## config.mk

```make
export PLATFORM = sky130hd
export DESIGN_NAME = pwm_capture
export DESIGN_NICKNAME = d
export VERILOG_FILES = /design/src/rtl/pwm_capture.sv
export SDC_FILE = /design/constraint.sdc
export NUM_CORES = 1
export LEC_CHECK = 0
export CAP_MARGIN = 0
export CORE_MARGIN = 2
export CORE_UTILIZATION = 40
export DETAILED_ROUTE_END_ITERATION = 16
export PLACE_DENSITY = 0.57
export SLEW_MARGIN = 15
export SYNTH_ARGS = -nofsm -noshare
export SYNTH_HDL_FRONTEND = slang
export SYNTH_SLANG_ARGS = --single-unit
```

## constraint.sdc

```tcl
create_clock -name clk -period 3.4 [get_ports clk]
set_clock_uncertainty 0.15 [all_clocks]
set_input_delay 0.34 -clock clk [delete_from_list [all_inputs] [get_ports clk]]
set_output_delay 0.34 -clock clk [all_outputs]
set_load 0.02 [all_outputs]
```

## src/rtl/pwm_capture.sv

```systemverilog
// PWM receiver: reports period and high time (in clk cycles) of an async PWM input.
// Optional glitch filter on the synchronised input, enabled by defining PWM_CAP_FILTER_EN.
module pwm_capture #(
  parameter int unsigned WIDTH    = 32,
  parameter int unsigned TIMEOUT  = 32'd50_000_000,
  parameter int unsigned FILT_LEN = 4
) (
  input  logic             clk,
  input  logic             rst,
  input  logic             pwm_in,
  output logic [WIDTH-1:0] period,
  output logic [WIDTH-1:0] high_time,
  output logic             meas_valid,
  output logic             timeout,
  output logic             stuck_level,
  output logic             locked
);

  typedef enum logic [1:0] {IDLE, HIGH, LOW} state_t;

  localparam logic [WIDTH-1:0] TO_W = WIDTH'(TIMEOUT);
  localparam logic [WIDTH-1:0] ONE  = WIDTH'(1);
`ifdef PWM_CAP_FILTER_EN
  localparam logic [2:0] WARM_DONE = 3'd4;
`else
  localparam logic [2:0] WARM_DONE = 3'd3;
`endif

  logic             s1_q, s2_q, lvl_q, lvl;
  logic [2:0]       warm_q;
  logic             armed, rise, fall;
  logic [WIDTH-1:0] cnt_q, cnt_d, cnt_inc;
  logic [WIDTH-1:0] cnt_to_q, cnt_to_d, to_inc;
  logic             to_hit;
  state_t           state_q;
  logic [WIDTH-1:0] hi_lat_q, period_q, high_q;
  logic             valid_q, timeout_q, stuck_q, locked_q;

  // The pipeline flops reset to 0, so edges stay masked until they hold real input samples.
  always_ff @(posedge clk) begin
    if (rst) begin
      s1_q   <= 1'b0;
      s2_q   <= 1'b0;
      lvl_q  <= 1'b0;
      warm_q <= '0;
    end else begin
      s1_q  <= pwm_in;
      s2_q  <= s1_q;
      lvl_q <= lvl;
      if (warm_q != WARM_DONE) warm_q <= warm_q + 3'd1;
    end
  end

`ifdef PWM_CAP_FILTER_EN
  localparam int unsigned FW = (FILT_LEN < 2) ? 1 : $clog2(FILT_LEN + 1);

  logic          filt_q;
  logic [FW-1:0] fcnt_q;

  always_ff @(posedge clk) begin
    if (rst) begin
      filt_q <= 1'b0;
      fcnt_q <= '0;
    end else if (warm_q != WARM_DONE) begin
      filt_q <= s2_q;
      fcnt_q <= '0;
    end else if (s2_q != filt_q) begin
      if (fcnt_q == FW'(FILT_LEN - 1)) begin
        filt_q <= s2_q;
        fcnt_q <= '0;
      end else begin
        fcnt_q <= fcnt_q + FW'(1);
      end
    end else begin
      fcnt_q <= '0;
    end
  end

  assign lvl = filt_q;
`else
  assign lvl = s2_q;
`endif

  always_comb begin
    armed = (warm_q == WARM_DONE);
    rise  = armed &  lvl & ~lvl_q;
    fall  = armed & ~lvl &  lvl_q;
  end

  always_comb begin
    cnt_inc  = (cnt_q == '1) ? cnt_q : cnt_q + ONE;
    cnt_d    = rise ? ONE : cnt_inc;
    to_inc   = (cnt_to_q == '1) ? cnt_to_q : cnt_to_q + ONE;
    cnt_to_d = (rise | fall) ? '0 : to_inc;
    // Fires once as the counter passes TIMEOUT; it then keeps counting, so no repeat.
    to_hit   = ~(rise | fall) & (to_inc == TO_W);
  end

  always_ff @(posedge clk) begin
    if (rst) begin
      cnt_q    <= '0;
      cnt_to_q <= '0;
    end else begin
      cnt_q    <= cnt_d;
      cnt_to_q <= cnt_to_d;
    end
  end

  always_ff @(posedge clk) begin
    if (rst) begin
      state_q   <= IDLE;
      hi_lat_q  <= '0;
      period_q  <= '0;
      high_q    <= '0;
      valid_q   <= 1'b0;
      timeout_q <= 1'b0;
      stuck_q   <= 1'b0;
      locked_q  <= 1'b0;
    end else begin
      valid_q   <= 1'b0;
      timeout_q <= 1'b0;
      if (to_hit) begin
        timeout_q <= 1'b1;
        stuck_q   <= lvl;
        locked_q  <= 1'b0;
        state_q   <= IDLE;
      end else begin
        case (state_q)
          IDLE: if (rise) state_q <= HIGH;
          HIGH: if (fall) begin
            hi_lat_q <= cnt_q;
            state_q  <= LOW;
          end
          LOW: if (rise) begin
            period_q <= cnt_q;
            high_q   <= hi_lat_q;
            valid_q  <= 1'b1;
            locked_q <= 1'b1;
            state_q  <= HIGH;
          end
          default: state_q <= IDLE;
        endcase
      end
    end
  end

  assign period      = period_q;
  assign high_time   = high_q;
  assign meas_valid  = valid_q;
  assign timeout     = timeout_q;
  assign stuck_level = stuck_q;
  assign locked      = locked_q;

endmodule

```

# Word level (Yosys, flattened, before mapping)
# Cells that the tools add are included.
[op_classes]
addsub = 3
n_mul = 0
div_mod_pow = 0
n_lt_le_gt_ge = 0
eq_ne = 10
shifts = 0
n_mux = 8
n_bitwise = 11
reduce_logical = 10
[ops]
columns = ["operator", "n"]
rows = [
  ["adder 32 x 1 -> 32 bit, second input constant", 2],
  ["equality test 32 bit, second input constant", 2],
  ["equality test 32 x 26 -> 1 bit, second input constant", 1],
  ["two-way mux 32 bit", 1],
  ["OR reduction 2 bit", 4],
  ["AND reduction 3 bit", 2],
  ["AND 1 bit", 5],
  ["NOT 1 bit", 5],
  ["two-way mux 1 bit", 4],
  ["two-way mux 2 bit", 2],
  ["!= test 2 bit, second input constant", 2],
  ["one-hot mux 2 bit (2 select lines)", 1],
  ["AND reduction 2 bit", 2],
  ["adder 3 x 1 -> 3 bit, second input constant", 1],
  ["equality test 3 x 2 -> 1 bit, second input constant", 1],
  ["!= test 3 x 2 -> 1 bit, second input constant", 1],
  ["OR reduction 3 bit", 1],
  ["equality test 2 x 1 -> 1 bit, second input constant", 1],
  ["equality test 2 bit, second input constant", 1],
  ["zero test 2 bit", 1],
  ["!= test 2 x 1 -> 1 bit, second input constant", 1],
  ["OR 1 bit", 1],
]
[totals]
reg_bits = 172
latchBits = 0
ramBits = 0
mem_bits_ro = 0
in_bits = 3
out_inout_bits = 68
word_cells = 57
memories = 0

# Depth between registers and ports, before layout
# Gate-level depths: netlist of run 1.
[logic_depth]
depth_word = 8
depth_mapped = 11
mapped_depth_nobuf = 9

# Worst setup path before layout of run 1
# Ideal clock, no wire load.
[synth_timing]
path_kind = "register -> register"
start = "register cnt_to_q[0]"
end = "register stuck_q (netlist: stuck_level)"
setup_time_ps = 121
arrival_time_ps = 2569
required_ps = 3129
slack_ps = 560
stages_incl_launch_ff = 11
n_path_buf = 1
synth_period_minus_slack_ps = 2840
cell_sequence = "dfxtp_1 > ha_1 > nand3_2 > or3_1 > buf_2 > nor2_4 > nand2_2 > mux2_2 > nor4_2 > nand4_2 > mux2_4"
[synth_between]
elab_chain_cells = 4
word_cells_on_any_way = 5
cone_classes = "add/sub: 1; eq/ne: 2; mux: 1; bitwise: 1"
[synth_rtl]
columns = ["item", "line_no", "rtl"]
rows = [
  ["from (decl)", "33", "logic [WIDTH-1:0] cnt_to_q, cnt_to_d, to_inc;"],
  ["from (signal assigned)", "105", "cnt_to_q <= cnt_to_d;"],
  ["adder 32 x 1 -> 32 bit / equality test 32 bit (equally long branches)", "93", "to_inc = (cnt_to_q == '1) ? cnt_to_q : cnt_to_q + ONE;"],
  ["two-way mux 32 bit (*)", "93", ""],
  ["equality test 32 x 26 -> 1 bit (*)", "96", "to_hit = ~(rise | fall) & (to_inc == TO_W);"],
  ["AND 1 bit (*)", "96", ""],
  ["to (signal assigned)", "124", "stuck_q <= lvl;"],
  ["to (decl)", "37", "logic valid_q, timeout_q, stuck_q, locked_q;"],
]
# Every way passes the cells marked *; elsewhere a longest branch is shown, timed or not.
# A chain may end at the register's enable or synchronous reset.

# Final worst setup path of run 1
# Ends and elaborated chain as after synthesis.

==> qor.tcl, run 1 <==
set qor(relSlewSlack) 0.4668
set qor(worst-endpoint-arrival_ns) 3.36
set qor(wire_per_inst_um) 14.50
set qor(path_buf_inv) 0
set qor(synth_top_cell_by_area) {dfxtp_1}
set qor(synthesis.yosys.warnings) 0
set qor(via_count) 5964
set qor(grt.total_usage) 0.1861
set qor(dp_worst_setup_slack_ns) 0.1421
set qor(max_transition_viols_final) 0
set qor(timing.critical_path.from_type) {register}
set qor(power.leakage_nw) 2.874
set qor(nFillCells) 1759
set qor(grt_remaining_overflow) 0
set qor(placementRows) 48
set qor(synth_largest_type_area_fraction) 0.4805
set qor(post-route-worst-setup-slack_ns) 0.1967
set qor(part_of_the_yosys_area_used_for_sequential_elements) 0.4805
set qor(clock_sink_count) 172
set qor(cts_max_path_buffers) 2
set qor(cts_setup_buffers) 0
set qor(netlist-cell-type-count) 51
set qor(ant_nets) 0
set qor(timing.final.setup_violations) 0
set qor(design.portCount) 71
set qor(path_cells) {ha_1 > nand3_2 > or3_1 > nor2_4 > nand2_2 > mux2_2 > nor4_2 > nand4_2 > mux2_4}
set qor(post-route-drc-count) 0
set qor(layout-area-overhead-vs-synth_pct) 20.22
set qor(fin_crit_sh) 0.9422
set qor(number_of_global_route_vias_before_repair) 5376
set qor(ctsHoldBuffers) 0
set qor(cp.required_ns) 3.56
set qor(layout.cells.most_common_list) {nand2_1 (227), dfxtp_1 (172), a21oi_1 (112)}
set qor(design.final.nets) 948
set qor(drt_pre_antenna_iters) 5
set qor(mapped_cells) 896
set qor(max_freq_mhz) 312.2
set qor(most_common_cell_after_layout_fill_and_taps_aside) {nand2_1}
set qor(initial_antenna_violation_count) 0
set qor(grt_setup_unrepaired) {false}
set qor(total_power_mw) 4.005
set qor(final_hold_viol_count) 0
set qor(core_region_area_um2) 17420
set qor(die_height_um) 137.8
set qor(tightest_slew_ns) 0.7933
set qor(die_width_um) 137.8
set qor(clk_pin_slew_ns) 0.07
set qor(grt_max_degree) 58
set qor(initial_core_util) 0.4114
set qor(clock_tree_from_tritoncts) {built}
set qor(synth.cell_area_um2) 7166
set qor(critical-path-max-stage-delay_ns) 0.55
set qor(status) {complete, no violations}
set qor(dp_hpwl_mm) 11.43
set qor(synth-edff-count) 0
set qor(synthArstFlopShare) 0
set qor(hold_path.class) {input pin to register}
set qor(critPathKind) {register to register}
set qor(cts_repair_resize_count) 0
set qor(storage_element_area_um2) 3443
set qor(synth_nets) 903
set qor(fp.dieArea_um2) 19000
set qor(finalSetupTns_ns) 0
set qor(final_layout_size_suffix_gt1_frac) 0.07458
set qor(cts-htree-levels) 4
set qor(critical_path.endpoint_type) {register}
set qor(drt-total-wl_mm) 17.07
set qor(synth.avg_cell_area_um2) 7.997
set qor(vdd.ir_drop.worst_v) 0.0003750
set qor(synth-main-ff-cell) {dfxtp_1}
set qor(root_buffer) {clkbuf_16}
set qor(cap_viol_max_count) 0
set qor(slowest_stage) {or3_1}
set qor(crit_path_max_fanout) 8
set qor(first_iter_violations) 411
set qor(finalWorstPathRequiredPeriod_ns) 3.203
set qor(ys_seq_elements) 172
set qor(gp_congestion) 0.9032
set qor(worstSkewPairLatency_ns) 0.42
set qor(yosys-top-cells-area) {dfxtp_1 (48%), nand2_1 (12%), a21oi_1 (7.8%), nor2_1 (4.2%), xor2_1 (4.0%)}
set qor(pwr_density_cell_nw_per_um2) 465.0
set qor(first_pass_grt_wire_length_mm) 28.01
set qor(cp_top_family) {simple AND/OR/NAND/NOR gates}
set qor(multi_input_area_um2) 3468
set qor(route.detailed.vias_per_inst) 5.067
set qor(numPortBuffers) 70
set qor(cts_made_buffers) 17
set qor(num_antenna_cells) 0
-- cells by family (layout without fill, tap and decap cells) --
family,count (synthesis),in the layout,synth area share
compound gates,153,153,0.1168
xor+xnor,53,53,0.06583
fa+ha+maj,4,4,0.006985
buf+inv,69,125,0.03807
flops,172,172,0.4805
mux,5,5,0.007857
simple gates,440,440,0.2839
-- worst register-to-register path: stages, from the launching register on --
cell and delay (ns):
dfxtp_1 0.43, ha_1 0.32, nand3_2 0.15, or3_1 0.55, nor2_4 0.25, nand2_2 0.09, mux2_2 0.29, nor4_2 0.29
nand4_2 0.23, mux2_4 0.35
-- synthesized netlist by cell type, types with 5 or more instances --
| master | instances |
|---|---|
| dfxtp_1 | 172 |
| a21oi_1 | 112 |
| nand4_1 | 20 |
| nand2_1 | 227 |
| nor4_2 | 5 |
| nand3_1 | 24 |
| o21ai_0 | 13 |
| nor3_1 | 15 |
| nor2_1 | 80 |
| clkbuf_1 | 47 |
| xor2_1 | 33 |
| nor4_1 | 8 |
| a211oi_1 | 5 |
| buf_2 | 7 |
| and4_1 | 7 |
| or2_2 | 5 |
| inv_1 | 11 |
| and3_1 | 10 |
| a31oi_1 | 9 |
| nor2b_1 | 12 |
| xnor2_1 | 19 |
| or3_1 | 8 |
-- area by class of cell --
cell class,instances,share of cell area
clock inverters,11,0.01293
flip-flops and latches,172,0.3997
well taps,225,0.03268
clock buffers,19,0.05258
inverters,11,0.004793
multi-input cells,655,0.4026
repair buffers,84,0.09470
-- where the power goes --
part           switching [mW]  total, mW  internal, mW
combinational          0.0571     0.0858        0.0288
sequential             0.0159       2.05          2.03
clock                   0.823       1.87          1.05
total                   0.896       4.01          3.11
-- per-layer routing --
layer,track usage,up-vias,share of wire
li1,-,3107,-
met1,0.2573,2743,0.50
met2,0.2814,98,0.45
met3,0.04599,16,0.041
met4,0.06633,0,0.012
met5,0,-,0
-- final timing paths --
check / to / startpoint / cells after the start / slack [ns]
setup reg to reg: stuck_level / cnt_to_q[0] / 9 / 0.20
hold / removal: meas_valid / rst / 2 / 0.25
hold reg to reg: high_time[6] / hi_lat_q[6] / 2 / 0.30
setup / recovery: stuck_level / cnt_to_q[0] / 9 / 0.20
-- stage by stage --
step                cells  area, um2    util  hold slack, ns
finish               1177       8615  0.4946          0.2455
CTS                  1177       8606  0.4941          0.2376
global placement     1147       8041  0.4617          0.2927
detailed placement   1147       8041  0.4617          0.2965
floorplan             896       7166       -          0.2638
global route         1177       8615  0.4946          0.2618
-- registers in the layout (all words and copies together) (netlist names) --
name / count
state_q: 2
cnt_q: 32
locked: 1
stuck_level: 1
hi_lat_q: 32
s1_q: 1
period: 32
lvl_q: 1
timeout: 1
lvl: 1
meas_valid: 1
cnt_to_q: 32
high_time: 32
warm_q: 3
No activity file was read; power rests on OpenSTA's default activity.
==> run 2: changes to the inputs <==
HOLD_SLACK_MARGIN = 0.1   (was unset)
SLEW_MARGIN = unset   (was 15)
==> results of run 2 <==
Final layout, timing and power as in run 1 (identical DEF).
==> run 3: changes to the inputs <==
SLEW_MARGIN = 5   (was unset)
==> results of run 3 <==
Final layout, timing and power as in run 1 (identical DEF).
